File: src/rtl/spi_reg_slave.sv
`timescale 1ns/1ps
// ---------------------------------------------------------------------------
// spi_reg_slave
//
// SPI mode-0 slave that exposes a small byte-wide register bank. The SPI
// pins are asynchronous to clk and are oversampled via synchronizers; all
// logic runs on the rising edge of clk.
//
// Transaction framing (ss_n low):
//   byte 0     : command. bit7 = 1 read / 0 write, bits[ADDR_W-1:0] = start
//                address, remaining bits ignored.
//   bytes 1..N : data. Writes store each completed byte at the current
//                address. Reads shift bank bytes out on miso. The address
//                auto-increments and wraps at 2**ADDR_W.
//
// Ports
//   clk        system clock
//   rst        synchronous active-high reset
//   ss_n       SPI slave select, active low (async)
//   sclk       SPI clock, CPOL=0 / CPHA=0 (async)
//   mosi       serial data in, MSB first (async)
//   miso       serial data out, MSB first
//   miso_tri   1 = release miso, 0 = drive it (equals synchronized ss_n)
//   loc_addr   local read address into the bank
//   loc_rdata  registered bank[loc_addr], one cycle latency
//   wr_stb     one-cycle pulse per byte written over SPI
//   wr_addr    bank address of that write (valid with wr_stb)
//   wr_data    byte written (valid with wr_stb)
//   busy       1 while the synchronized ss_n is low
// ---------------------------------------------------------------------------
module spi_reg_slave #(
    parameter int ADDR_W      = 4,
    parameter int SYNC_STAGES = 2
) (
    input  logic              clk,
    input  logic              rst,
    input  logic              ss_n,
    input  logic              sclk,
    input  logic              mosi,
    output logic              miso,
    output logic              miso_tri,
    input  logic [ADDR_W-1:0] loc_addr,
    output logic [7:0]        loc_rdata,
    output logic              wr_stb,
    output logic [ADDR_W-1:0] wr_addr,
    output logic [7:0]        wr_data,
    output logic              busy
);

    localparam int DEPTH   = 2 ** ADDR_W;
    localparam int SS      = (SYNC_STAGES < 2) ? 2 : SYNC_STAGES;
    // Cycles after reset before an ss_n falling edge is trusted. The
    // synchronizer restarts at "deselected" on reset; if the master still
    // holds ss_n low, the chain draining to 0 would otherwise look like a
    // fresh select and restart a transaction mid-stream.
    localparam int ARM_CNT = SS + 2;
    localparam int ARM_W   = $clog2(ARM_CNT + 1);

    typedef enum logic [1:0] {
        ST_IDLE,
        ST_CMD,
        ST_WR,
        ST_RD
    } state_t;

    // -----------------------------------------------------------------------
    // Input synchronizers and edge detection
    // -----------------------------------------------------------------------
    logic [SS-1:0]    r_ss_sync;
    logic [SS-1:0]    r_sclk_sync;
    logic [SS-1:0]    r_mosi_sync;
    logic             r_ss_d;
    logic             r_sclk_d;
    logic [ARM_W-1:0] r_arm_cnt;

    logic w_ss_s;
    logic w_sclk_s;
    logic w_mosi_s;
    logic w_armed;
    logic w_ss_fall;
    logic w_sclk_rise;
    logic w_sclk_fall;

    always_ff @(posedge clk) begin
        if (rst) begin
            r_ss_sync   <= '1;
            r_sclk_sync <= '0;
            r_mosi_sync <= '0;
            r_ss_d      <= 1'b1;
            r_sclk_d    <= 1'b0;
            r_arm_cnt   <= '0;
        end else begin
            r_ss_sync   <= {r_ss_sync[SS-2:0], ss_n};
            r_sclk_sync <= {r_sclk_sync[SS-2:0], sclk};
            r_mosi_sync <= {r_mosi_sync[SS-2:0], mosi};
            r_ss_d      <= w_ss_s;
            r_sclk_d    <= w_sclk_s;
            if (!w_armed) begin
                r_arm_cnt <= r_arm_cnt + ARM_W'(1);
            end
        end
    end

    assign w_ss_s   = r_ss_sync[SS-1];
    assign w_sclk_s = r_sclk_sync[SS-1];
    assign w_mosi_s = r_mosi_sync[SS-1];
    assign w_armed  = (r_arm_cnt == ARM_W'(ARM_CNT));

    assign w_ss_fall   = ~w_ss_s & r_ss_d & w_armed;
    // sclk activity only counts while selected.
    assign w_sclk_rise =  w_sclk_s & ~r_sclk_d & ~w_ss_s;
    assign w_sclk_fall = ~w_sclk_s &  r_sclk_d & ~w_ss_s;

    // -----------------------------------------------------------------------
    // FSM
    // -----------------------------------------------------------------------
    state_t r_state;
    state_t w_state_next;

    logic [2:0]        r_bit_cnt;
    logic [6:0]        r_rx_shift;
    logic [7:0]        r_tx_shift;
    logic              r_miso;
    logic [ADDR_W-1:0] r_addr;
    logic              r_load_pend;
    logic              r_wr_stb;
    logic [ADDR_W-1:0] r_wr_addr;
    logic [7:0]        r_wr_data;
    logic [7:0]        r_loc_rdata;
    logic [7:0]        r_bank [DEPTH];

    logic       w_byte_done;
    logic [7:0] w_rx_byte;
    logic       w_wr_en;
    logic       w_tx_load;

    assign w_byte_done = w_sclk_rise & (r_bit_cnt == 3'd7);
    assign w_rx_byte   = {r_rx_shift, w_mosi_s};

    always_ff @(posedge clk) begin
        if (rst) begin
            r_state <= ST_IDLE;
        end else begin
            r_state <= w_state_next;
        end
    end

    always_comb begin
        w_state_next = r_state;
        w_wr_en      = 1'b0;
        w_tx_load    = 1'b0;
        case (r_state)
            ST_IDLE: begin
                if (w_ss_fall) begin
                    w_state_next = ST_CMD;
                end
            end
            ST_CMD: begin
                if (w_ss_s) begin
                    w_state_next = ST_IDLE;
                end else if (w_byte_done) begin
                    w_state_next = w_rx_byte[7] ? ST_RD : ST_WR;
                end
            end
            ST_WR: begin
                w_wr_en = w_byte_done;
                if (w_ss_s) begin
                    w_state_next = ST_IDLE;
                end
            end
            ST_RD: begin
                w_tx_load = w_sclk_fall & r_load_pend;
                if (w_ss_s) begin
                    w_state_next = ST_IDLE;
                end
            end
            default: begin
                w_state_next = ST_IDLE;
            end
        endcase
    end

    // -----------------------------------------------------------------------
    // Shift registers, address pointer and write strobe
    // -----------------------------------------------------------------------
    always_ff @(posedge clk) begin
        if (rst) begin
            r_bit_cnt   <= '0;
            r_rx_shift  <= '0;
            r_tx_shift  <= '0;
            r_miso      <= 1'b0;
            r_addr      <= '0;
            r_load_pend <= 1'b0;
            r_wr_stb    <= 1'b0;
            r_wr_addr   <= '0;
            r_wr_data   <= '0;
        end else begin
            r_wr_stb <= 1'b0;
            if (w_ss_s || r_state == ST_IDLE) begin
                // Deselected or waiting for select: any partial byte is dropped.
                r_bit_cnt   <= '0;
                r_load_pend <= 1'b0;
                r_tx_shift  <= '0;
                if (w_ss_fall) begin
                    r_rx_shift <= '0;
                    r_miso     <= 1'b0;
                end
            end else begin
                if (w_sclk_rise) begin
                    r_rx_shift <= w_rx_byte[6:0];
                    r_bit_cnt  <= r_bit_cnt + 3'd1;
                    if (w_byte_done && r_state == ST_CMD) begin
                        r_addr      <= w_rx_byte[ADDR_W-1:0];
                        // A read command fetches its first byte on the
                        // falling edge that follows the command's last bit.
                        r_load_pend <= w_rx_byte[7];
                    end
                    if (w_byte_done && r_state == ST_RD) begin
                        r_load_pend <= 1'b1;
                    end
                    if (w_wr_en) begin
                        r_wr_stb  <= 1'b1;
                        r_wr_addr <= r_addr;
                        r_wr_data <= w_rx_byte;
                        r_addr    <= r_addr + ADDR_W'(1);
                    end
                end
                if (w_sclk_fall) begin
                    if (w_tx_load) begin
                        // MSB goes straight to miso; the rest waits in tx.
                        r_miso      <= r_bank[r_addr][7];
                        r_tx_shift  <= {r_bank[r_addr][6:0], 1'b0};
                        r_addr      <= r_addr + ADDR_W'(1);
                        r_load_pend <= 1'b0;
                    end else begin
                        // tx holds zeros outside RD, so CMD/WR shift out 0x00.
                        r_miso     <= r_tx_shift[7];
                        r_tx_shift <= {r_tx_shift[6:0], 1'b0};
                    end
                end
            end
        end
    end

    // -----------------------------------------------------------------------
    // Register bank with registered local read port. A same-cycle write
    // and local read of one address returns the old byte.
    // -----------------------------------------------------------------------
    always_ff @(posedge clk) begin
        if (rst) begin
            for (int i = 0; i < DEPTH; i++) begin
                r_bank[i] <= '0;
            end
            r_loc_rdata <= '0;
        end else begin
            if (w_wr_en) begin
                r_bank[r_addr] <= w_rx_byte;
            end
            r_loc_rdata <= r_bank[loc_addr];
        end
    end

    assign miso      = r_miso;
    assign miso_tri  = w_ss_s;
    assign busy      = ~w_ss_s;
    assign wr_stb    = r_wr_stb;
    assign wr_addr   = r_wr_addr;
    assign wr_data   = r_wr_data;
    assign loc_rdata = r_loc_rdata;

endmodule

File: config.mk
export PLATFORM = sky130hd
export DESIGN_NAME = spi_reg_slave
export DESIGN_NICKNAME = d
export VERILOG_FILES = /design/src/rtl/spi_reg_slave.sv
export SDC_FILE = /design/constraint.sdc
export NUM_CORES = 1
export LEC_CHECK = 0
export CAP_MARGIN = 5
export CORE_MARGIN = 8
export CORE_UTILIZATION = 54
export CTS_BUF_LIST = sky130_fd_sc_hd__clkbuf_16
export CTS_CLUSTER_SIZE = 25
export DETAILED_ROUTE_END_ITERATION = 7
export DONT_BUFFER_PORTS = 1
export GPL_TIMING_DRIVEN = 0
export PLACE_DENSITY = 0.69
export SYNTH_ARGS = -nofsm -noshare
export SYNTH_HDL_FRONTEND = slang
export SYNTH_SLANG_ARGS = --single-unit
File: constraint.sdc
create_clock -name clk -period 2.7 [get_ports clk]
set_input_delay 0.27 -clock clk [delete_from_list [all_inputs] [get_ports clk]]
set_output_delay 0.27 -clock clk [all_outputs]
set_load 0.1 [all_outputs]
# Word level (Yosys, flattened, before mapping)
# Memory sizes are Yosys's and may differ from the RTL's. A register that Yosys moved wholly into a read port is not among the register bits.
# Cells that the tools add are included.
dict set report word_totals {
  ff_bits 50
  mem_bits_rw 128
  in_bits 9
  memories 1
}
# memory words word_bits read_ports rd_clocked_by_memory_dff wr line_no
set memory_table {}
lappend memory_table {r_bank 16 8 2 2 16 130} ;# logic [7:0] r_bank [DEPTH];
dict set report classes {
  n_addsub 3
  n_eq_ne 9
  muxes 36
  bitwise 13
  reduce_logical 14
}
# cell n
set ops {}
lappend ops {{2-to-1 mux 4 bit} 8}
lappend ops {{2-to-1 mux 7 bit} 3}
lappend ops {{2-to-1 mux 1 bit} 18}
lappend ops {{2-to-1 mux 8 bit} 2}
lappend ops {{AND 1 bit} 8}
lappend ops {{2-to-1 mux 2 bit} 4}
lappend ops {{OR reduction 8 bit} 1}
lappend ops {{adder 3 x 1 -> 3 bit, second input constant} 2}
lappend ops {{equality test 3 bit, second input constant} 2}
lappend ops {{one-hot mux 2 bit (3 select lines)} 1}
lappend ops {{AND reduction 3 bit} 2}
lappend ops {{NOT 1 bit} 5}
lappend ops {{adder 4 x 1 -> 4 bit, second input constant} 1}
lappend ops {{equality test 2 bit, second input constant} 2}
lappend ops {{!= test 2 bit, second input constant} 2}
lappend ops {{AND reduction 2 bit} 2}
lappend ops {{nonzero test 2 bit} 2}
lappend ops {{OR reduction 2 bit} 2}
lappend ops {{!= test 3 bit, second input constant} 1}
lappend ops {{OR reduction 3 bit} 1}
lappend ops {{equality test 2 x 1 -> 1 bit, second input constant} 1}
lappend ops {{logical AND 1 bit} 2}
lappend ops {{zero test 2 bit} 1}
lappend ops {{!= test 2 x 1 -> 1 bit, second input constant} 1}
lappend ops {{logical OR 1 bit} 1}

# Logic depth before layout (Yosys ltp)
# Gate-level depths: netlist of the first run.
dict set report depth {
  depth_word 12
  depth_mapped 8
  depth_no_buf 7
}

# Worst setup path before layout of the first run
# Ideal clock, no wire load.
dict set report synth_path {
  path_kind {reg-to-reg}
  startpoint {register r_ss_sync[1]}
  endpoint {memory r_bank[5][0] (enable)}
  setup_time_ps 330
  arrival_ps 2361
  path_slack_ps 10
  stages_incl_launch_ff 7
  n_path_buf 1
  cell_sequence {dfxtp_1 buf_6 nand4bb_4 or3b_4 or3_4 nor2_4 or2_1}
}
# element line_no
set synth_lines {}
lappend synth_lines {{start, declared} 69} ;# logic [SS-1:0] r_ss_sync;
lappend synth_lines {{start signal, assigned} 93} ;# r_ss_sync <= {r_ss_sync[SS-2:0], ss_n};
lappend synth_lines {{end, declared} 130}

==> out/summary.txt, run 1 <==
Cell Area, Synth = 9210 sq um
Avg Cell Area, Syn = 13.8 sq um
#FFs+latches synth = 189
largest net degree at the start of global routing = 17
Main synth FF type = edfxtp_1
Worst-path clk slew = 70 ps
post-route setup slack = 2.51 ps
Setup-failing EPs final = 0
synthesized net count = 682
Unique masters post-synth = 46
fin crit share = 99.9%
Final Max Slew Viols = 0
vias = 5928
Worst-Skew Late Latency = 440 ps
vias in the first global route = 5768
final wirelength = 24.6 mm
delay of the slowest cell on the worst path = 500 ps
slowest stage cell, crit path = dfxtp_2
FMAX = 371 MHz
wire per inst = 26.2 um
critical path arrival = 2820 ps
CTS tree = done
Root Driver = clkbuf_16
Power Total = 6.05 mW
worst slew pin tran = 992 ps
commonest cells after routing, fill and taps aside = and2_1 (128), edfxtp_1 (128), mux4_2 (72), dfxtp_1 (60), clkbuf_1 (35)
global-route wire length before repair = 36.6 mm
max-cap viol count = 0
Fin. Hold Viols = 0
CTS H-tree depth = 4
Slew Limit Headroom = 33.8%
final worst path period need = 2700 ps
power density over the cells = 591 nW/um^2
Placed Area = 9480 sq um
cell count after synthesis = 665
Area Growth Syn to Fin = 11.3%
ys async rst share = 0%
hold path start = rst
Placed Cells = 885
total congestion overflow = 0
worst reg2reg setup slack = 3 ps
Crit path max-delay family = simple AND/OR/NAND/NOR gates
CP cell instances = buf_6 > nand4bb_4 > nor3b_2 > nand3_1 > nor2_2 > or2_2
post-route insts no fill = 936
I/O pin cnt = 33
CTS sink cnt = 189
Die H = 147 um
Die X-Extent = 147 um
Crit. End Element = register
leakage = 3.57 nW
drt first pass iters = 5
crit path launch type = register
Crit Path Class = register to register
hpwl dp = 17.4 mm
R2R Path Start = r_ss_sync[1]$_SDFF_PP1_
critical-path maximum fanout = 9
Post-synth EDFFs = 128
clock skew = 8.44 ps
initial antenna violation count = 1
fin nets = 720
clock buffer depth = 2
CTS Buf Count = 17
Max IR drop VDD = 478 uV
# fillers = 1251
Core Region = 16600 sq um
input/output buffers = 0
design area = 10200 sq um
Detail Route Antenna Nets = 0
capturing point of the worst reg2reg path = r_bank[9][3]$_SDFFCE_PN0P_
RSZ-0062 raised after global routing = true
hold endpoint = r_tx_shift[2]$_SDFFE_PP0N_
reg2reg path depth = 6
setup tns final = 0 ps
die area = 21500 sq um
Initial DRC Count = 711
total global routing track utilization = 23.1%
layout cells sized above 1 = 23.9%
Initial Util = 55.3%
Post-route DRC = 0
Seq/Total Area, Yosys = 55.0%
Synth Warn # = 0
number of buffer and inverter stages on the critical path = 1
Placer Congestion = 0.913
CP required = 2820 ps
status = finished clean
# diodes = 0
Vias/cell = 6.33
hold path cells = 3
pre-CTS setup slack = -620 ps
hold crit path type = input port to register
Row Count = 47
-- where the power goes --
part	switching (mW)	internal, mW	leakage (nW)
combinational	0.181	0.148	1.47
sequential	0.123	3.16	1.83
clock	1.10	1.34	0.278
total	1.40	4.65	3.57
-- tightest hold or removal path, cell delays in order --
cell,delay (ps)
or3_1,100
a221o_1,110
a31oi_1,40
-- layout make-up --
type                            count  area, sq um  share of cell area, %
Sequential cell                   189         5070                   49.4
Multi-Input combinational cell    418         3960                   38.6
Clock buffer                       17          425                   4.15
Tap cell                          220          275                   2.69
Buffer                             51          218                   2.12
Timing Repair Buffer               19          150                   1.46
Clock inverter                     15          134                   1.31
Inverter                            7         26.3                  0.256
-- cells in the mapped netlist, types with 2 or more instances --
cell type	n	area, sq um
o21ai_0	2	10.0
mux4_2	72	1620
nand2b_1	4	25.0
nor3_2	2	20.0
nor4_1	2	12.5
or3_4	2	22.5
or2_2	13	81.3
nor2_4	8	90.1
clkbuf_1	35	131
a22oi_1	8	60.1
buf_1	4	15.0
nor3b_2	2	25.0
inv_1	7	26.3
a221o_1	6	60.1
nand3_1	3	15.0
edfxtp_1	128	3840
xnor2_1	2	17.5
a31oi_1	9	56.3
mux2i_1	23	230
buf_2	9	45.0
dfxtp_1	61	1220
nand2_1	33	124
a21oi_1	22	110
nor2b_1	14	87.6
or2_1	7	43.8
ha_1	8	100
nor3_1	6	30.0
buf_4	2	15.0
and2_1	128	801
nor2_1	27	101
-- per-stage QoR --
stage               utilization, %  hold slack (ps)
floorplan                        -              374
global placement              57.0              379
detailed placement            57.0              388
CTS                           60.9              125
global route                  61.6              135
finish                        61.6              130
-- sequential cells by signal, summed over array words and instances, names as in the netlist, named ones only --
register and flops:
r_bit_cnt 3, r_mosi_sync 2, r_ss_d 1, r_sclk_d 1, r_addr 4, miso 1, r_bank 128, r_rx_shift 7
wr_stb 1, r_sclk_sync 2, wr_addr 4, r_arm_cnt 3, wr_data 8, r_state 2, r_load_pend 1, r_tx_shift 7
r_ss_sync 2, loc_rdata 8
-- metal layers --
layer	vias up	track usage [%]	part of all wire (%)
li1	2538	-	-
met1	2976	30.4	40
met2	348	36.0	47
met3	64	5.59	9.7
met4	2	9.84	3.4
met5	-	0	0.053
-- cells by family after synthesis --
logic type | Yosys count | share of synthesized area [%]
compound gates | 52 | 3.71
xor+xnor | 2 | 0.190
fa+ha+maj | 8 | 1.09
buf+inv | 58 | 2.65
flops | 189 | 55.0
mux | 96 | 20.2
simple gates | 260 | 17.1
-- how the worst max path moves through the flow --
| stage | cells past startpoint | slack (ps) | from | to |
|---|---|---|---|---|
| after global routing | 7 | -110 | r_bit_cnt[0]$_SDFFE_PP0N_ | r_bank[11][2]$_SDFFCE_PN0P_ |
| after detailed placement | 5 | -620 | r_ss_sync[1]$_SDFF_PP1_ | r_bank[15][5]$_SDFFCE_PN0P_ |
| after floorplan | 6 | 10 | r_ss_sync[1]$_SDFF_PP1_ | r_bank[5][0]$_SDFFCE_PN0P_ |
| after global placement | 5 | -600 | r_ss_sync[1]$_SDFF_PP1_ | r_bank[15][0]$_SDFFCE_PN0P_ |
| final | 6 | 3 | r_ss_sync[1]$_SDFF_PP1_ | r_bank[9][3]$_SDFFCE_PN0P_ |
| after CTS | 6 | -110 | r_ss_sync[1]$_SDFF_PP1_ | r_bank[9][3]$_SDFFCE_PN0P_ |
-- what timing repair did --
item,4_1_cts,5_1_grt
gates resized for setup,17,4
endpoints found under the hold margin,3,0
setup endpoints to repair,177,104
setup buffers,3,13
pin swaps,3,8
hold buffers,3,0
Power figures use the tool's default switching activity.
==> inputs of run 2 (changes only) <==
--- a/config.mk
+++ b/config.mk
@@ -14,6 +14,7 @@
 export DONT_BUFFER_PORTS = 1
 export GPL_TIMING_DRIVEN = 0
 export PLACE_DENSITY = 0.69
+export SETUP_SLACK_MARGIN = 0.1
 export SYNTH_ARGS = -nofsm -noshare
 export SYNTH_HDL_FRONTEND = slang
 export SYNTH_SLANG_ARGS = --single-unit
==> run 2 against run 1 <==
Effect of this change: clock-buffer cell count did not move; via count increased by 2.9%; setup slack gained 100 ps; first-iteration DRC count increased by 7.6%; flip-flop and latch count unchanged; global-route usage is 0.41 points higher; largest power group unchanged; die area unchanged; final cell count down 0.21%; non-clock buffer count fell by 2; combinational power hardly changed; hold slack improved by 0.95 ps; critical path depth grew 1; highest routed layer is now met4; critical path type unchanged.
==> out/summary.txt, run 2 (same netlist as run 1, synthesis figures left out) <==
M3 GR Usage = 5.56%
commonest cells after routing, fill and taps aside = and2_1 (128), edfxtp_1 (128), mux4_2 (72), dfxtp_1 (60), clkbuf_1 (34)
fin nets = 718
vias in the first global route = 5916
Int Power = 4.52 mW
design area = 10300 sq um
CTS tree = done
max reg flops = 128
post-route insts no fill = 934
Area Growth Syn to Fin = 11.6%
Core Region = 16600 sq um
vias = 6101
FMAX = 385 MHz
total congestion overflow = 0
max-cap viol count = 0
Placed Area = 9480 sq um
Max IR drop VDD = 417 uV
area of the multi-input gates = 4000 sq um
clock buffer depth = 2
I/O pin cnt = 33
power density over the cells = 585 nW/um^2
leakage = 3.54 nW
clock skew = 12.0 ps
crit path launch type = register
Detail Route Antenna Nets = 0
Slew Limit Headroom = 33.4%
Crit Path Class = register to register
switch share = 24.9%
Placed Cells = 885
Final Max Slew Viols = 0
register area = 5070 sq um
Crit. End Element = register
CTS H-tree depth = 4
critical-path maximum fanout = 8
Worst-Skew Late Latency = 450 ps
Die H = 147 um
CTS Buf Count = 17
RSZ-0062 raised after global routing = true
largest net degree at the start of global routing = 19
setup tns final = 0 ps
Row Count = 47
Seq pwr share = 54.6%
Post-route DRC = 0
global-route wire length before repair = 37.2 mm
hold path cells = 3
total global routing track utilization = 23.5%
input/output buffers = 0
Placer Congestion = 0.909
final wirelength = 24.8 mm
CTS sink cnt = 189
switching power = 1.49 mW
status = finished clean
hold_ws = 131 ps
Vias/cell = 6.53
combinational share of power = 5.5%
drt first pass iters = 5
worst slew pin tran = 998 ps
Fin. Hold Viols = 0
Setup-failing EPs final = 0
initial antenna violation count = 0
Reg with most FFs = r_bank
Initial Util = 55.3%
met2 Track Usage GR = 37.4%
Die X-Extent = 147 um
clock share of power = 40.0%
die area = 21500 sq um
critical path arrival = 2740 ps
hold crit path type = input port to register
layout cells sized above 1 = 24.8%
# diodes = 0
final worst path period need = 2600 ps
met1 GRT Util = 30.4%
CP required = 2840 ps
Initial DRC Count = 765
reg2reg path depth = 7
# fillers = 1234
hpwl dp = 17.5 mm
Worst-path clk slew = 70 ps
grt peak-use layer = met2
fin crit share = 96.1%
Root Driver = clkbuf_16
wire per inst = 26.6 um
==> run 2: cell types whose count changed in the layout (fill, tap and decap cells not counted), sizes merged <==
cell / previous run / this run
bufinv: 2 / 0
buf: 32 / 30
inv: 11 / 14
clkinv: 6 / 4
clkinvlp: 3 / 4
==> run 2: repair_timing <==
item                                    CTS  global route
resized for setup                        19            13
setup buffers                             9             5
endpoints found under the setup margin  136            96
pin swaps                                10             7
cloned                                    0             0
hold buffers                              3             0
endpoints found under the hold margin     3             0
==> run 2: worst max-delay path, stage by stage, from the launching register on <==
cell,delay (ps)
dfxtp_4,450
buf_6,180
nand4bb_4,230
or3b_4,460
buf_4,170
or3_4,390
nor2_4,160
or2_4,240
==> run 2: power by group through the flow <==
stage | Combinational [mW] | Clock (mW) | Sequential, mW
6_report | 0.328 | 2.40 | 3.28
5_1_grt | 0.341 | 2.50 | 3.29
4_1_cts | 0.323 | 2.40 | 3.28
3_5_place_dp | 0.312 | 0 | 3.35
3_3_place_gp | 0.307 | 0 | 3.34
2_1_floorplan | 0.224 | 0 | 3.32
==> run 2: final timing paths <==
check	startpoint	slack [ps]	to
worst max-delay path	r_ss_sync[1]$_SDFF_PP1_	100	r_bank[5][0]$_SDFFCE_PN0P_
worst min-delay path	rst	130	r_tx_shift[2]$_SDFFE_PP0N_
worst max register to register	r_ss_sync[1]$_SDFF_PP1_	100	r_bank[5][0]$_SDFFCE_PN0P_
worst min register to register	r_ss_sync[0]$_SDFF_PP1_	430	r_ss_sync[1]$_SDFF_PP1_
==> run 2: final cells by class <==
cell class                      instances  share of cell area (%)
Inverter                                7                   0.256
Multi-Input combinational cell        418                    38.9
Sequential cell                       189                    49.3
Buffer                                 51                    2.13
Clock inverter                         15                    1.25
Tap cell                              220                    2.68
Timing Repair Buffer                   17                    1.32
Clock buffer                           17                    4.14
==> run 2: per-layer routing <==
| metal | up-vias | part of all wire [%] |
|---|---|---|
| met5 | - | 0 |
| met4 | 0 | 3.3 |
| met3 | 57 | 10 |
| met2 | 365 | 48 |
| met1 | 3132 | 39 |
| li1 | 2547 | - |
==> run 2: through the flow <==
step	setup slack [ps]	total power, mW	utilization [%]
CTS	-69.7	6.00	61.2
finish	104	6.01	61.7
global placement	-250	3.65	57.0
floorplan	246	3.55	-
global route	34.1	6.13	61.7
detailed placement	-277	3.66	57.0
==> inputs of run 3 (changes only) <==
--- a/config.mk
+++ b/config.mk
@@ -6,14 +6,16 @@
 export NUM_CORES = 1
 export LEC_CHECK = 0
 export CAP_MARGIN = 5
+export CELL_PAD_IN_SITES_DETAIL_PLACEMENT = 0
+export CELL_PAD_IN_SITES_GLOBAL_PLACEMENT = 2
 export CORE_MARGIN = 8
-export CORE_UTILIZATION = 54
+export CORE_UTILIZATION = 46
 export CTS_BUF_LIST = sky130_fd_sc_hd__clkbuf_16
 export CTS_CLUSTER_SIZE = 25
 export DETAILED_ROUTE_END_ITERATION = 7
 export DONT_BUFFER_PORTS = 1
 export GPL_TIMING_DRIVEN = 0
-export PLACE_DENSITY = 0.69
+export PLACE_DENSITY_LB_ADDON = 0.1
 export SETUP_SLACK_MARGIN = 0.1
 export SYNTH_ARGS = -nofsm -noshare
 export SYNTH_HDL_FRONTEND = slang
==> run 3 against run 2 <==
Effect of this change: combinational power grew 2%; sequential share of layout area is 0.51 points lower; die area up 15%; core utilization fell by 8.6 points; power up 1.3%; fmax shrank 1.6%; final area rose by 1.1%; critical path depth down 1; sequential power hardly changed.
==> out/summary.txt, run 3 (same netlist as run 1, synthesis figures left out) <==
Row Count = 51
delay of the slowest cell on the worst path = 480 ps
Setup-failing EPs final = 0
global-route wire length before repair = 38.6 mm
worst reg2reg setup slack = 60 ps
I/O pin cnt = 33
fin crit share = 97.7%
CP required = 2840 ps
R2R Path Start = r_ss_sync[1]$_SDFF_PP1_
setup tns final = 0 ps
final worst path period need = 2640 ps
critical path arrival = 2770 ps
total global routing track utilization = 22.4%
Vias/cell = 5.91
Die H = 157 um
vias = 5819
largest net degree at the start of global routing = 18
Placed Cells = 930
Placer Congestion = 0.886
input/output buffers = 0
vias in the first global route = 5943
leakage = 3.58 nW
RSZ-0062 raised after global routing = true
Initial DRC Count = 579
layout cells sized above 1 = 25.1%
drt first pass iters = 5
Fin. Hold Viols = 0
capturing point of the worst reg2reg path = r_bank[2][2]$_SDFFCE_PN0P_
FMAX = 379 MHz
CTS Buf Count = 17
status = finished clean
Post-route DRC = 0
Core Region = 19500 sq um
worst slew pin tran = 988 ps
Power Total = 6.09 mW
max-cap viol count = 0
Final Max Slew Viols = 0
clock skew = 11.5 ps
Crit Path Class = register to register
Worst-Skew Late Latency = 440 ps
max reg flops = 128
Max IR drop VDD = 417 uV
Core Util, Final = 53.2%
hpwl dp = 18.4 mm
Die X-Extent = 157 um
Worst-path clk slew = 80 ps
hold path start = rst
CTS sink cnt = 189
Area Growth Syn to Fin = 12.8%
commonest cells after routing, fill and taps aside = and2_1 (128), edfxtp_1 (128), mux4_2 (72), dfxtp_1 (59), clkbuf_1 (34)
wire per inst = 27.0 um
initial antenna violation count = 1
fin nets = 722
total congestion overflow = 0
Crit. End Element = register
Initial Util = 47.1%
Crit path max-delay family = simple AND/OR/NAND/NOR gates
crit path launch type = register
post-route setup slack = 62.6 ps
reg2reg path depth = 6
hold endpoint = r_tx_shift[2]$_SDFFE_PP0N_
critical-path maximum fanout = 8
Root Driver = clkbuf_16
Detail Route Antenna Nets = 0
Slew Limit Headroom = 34.0%
hold crit path type = input port to register
number of buffer and inverter stages on the critical path = 1
pre-CTS setup slack = -636 ps
die area = 24800 sq um
post-route insts no fill = 984
CP cell instances = buf_8 > nand4bb_4 > or3b_4 > or3_4 > nor2_4 > or2_4
slowest stage cell, crit path = or3b_4
CTS tree = done
power density over the cells = 586 nW/um^2
final wirelength = 26.5 mm
CTS H-tree depth = 4
Reg with most FFs = r_bank
hold path cells = 3
clock buffer depth = 2
==> run 3: cell types whose count changed in the layout (fill, tap and decap cells not counted), sizes merged <==
cell	change
bufinv	+1
clkinv	-2
clkinvlp	-1
diode	+1
buf	+4
inv	+2
==> run 3: worst reg2reg max path, cell delays in order, from the launching register on <==
cell       delay (ps)
dfxtp_4           460
buf_8             170
nand4bb_4         270
or3b_4            480
or3_4             450
nor2_4            230
or2_4             270
==> run 3: per-stage QoR <==
stage / hold WS (ps) / area (sq um)
global route: 133 / 10400
global placement: 378 / 9540
detailed placement: 383 / 9540
finish: 101 / 10400
CTS: 88.5 / 10300
floorplan: 374 / 9210
==> run 3: what timing repair did <==
| action | CTS | global route |
|---|---|---|
| hold buffers | 3 | 0 |
| endpoints found under the hold margin | 3 | 0 |
| pin swaps | 11 | 6 |
| resized for setup | 31 | 5 |
| setup endpoints to repair | 148 | 77 |
| setup buffers | 14 | 4 |
==> run 3: power by group <==
part	switching, mW	internal, mW	total, mW
combinational	0.186	0.149	0.335
clock	1.18	1.29	2.47
sequential	0.120	3.16	3.28
==> run 3: area by class of cell <==
cell class,instances,area [sq um]
fill,1644,9140
sequential,189,5070
multi-input combinational,418,4000
clock buffer,17,425
tap,265,332
buffer,51,223
timing repair buffer,21,165
clock inverter,15,139
inverter,7,26.3
antenna,1,2.50
==> run 3: per-layer routing <==
layer	track usage [%]	up-vias	part of all wire, %
li1	-	2552	-
met1	29.3	2991	43
met2	34.0	225	46
met3	6.09	49	7.0
met4	10.5	2	3.7
met5	0	-	0.049
==> run 3: how the worst max path moves through the flow <==
stage                                   start                          end  slack [ps]  cells past startpoint
floorplan             r_ss_sync[1]$_SDFF_PP1_   r_bank[5][0]$_SDFFCE_PN0P_         250                      6
global placement      r_ss_sync[1]$_SDFF_PP1_  r_bank[15][1]$_SDFFCE_PN0P_        -540                      5
detailed placement    r_ss_sync[1]$_SDFF_PP1_  r_bank[15][1]$_SDFFCE_PN0P_        -640                      5
CTS                 r_bit_cnt[0]$_SDFFE_PP0N_   r_bank[0][0]$_SDFFCE_PN0P_         100                      7
global route          r_ss_sync[1]$_SDFF_PP1_   r_bank[2][2]$_SDFFCE_PN0P_          -4                      6
finish                r_ss_sync[1]$_SDFF_PP1_   r_bank[2][2]$_SDFFCE_PN0P_          60                      6
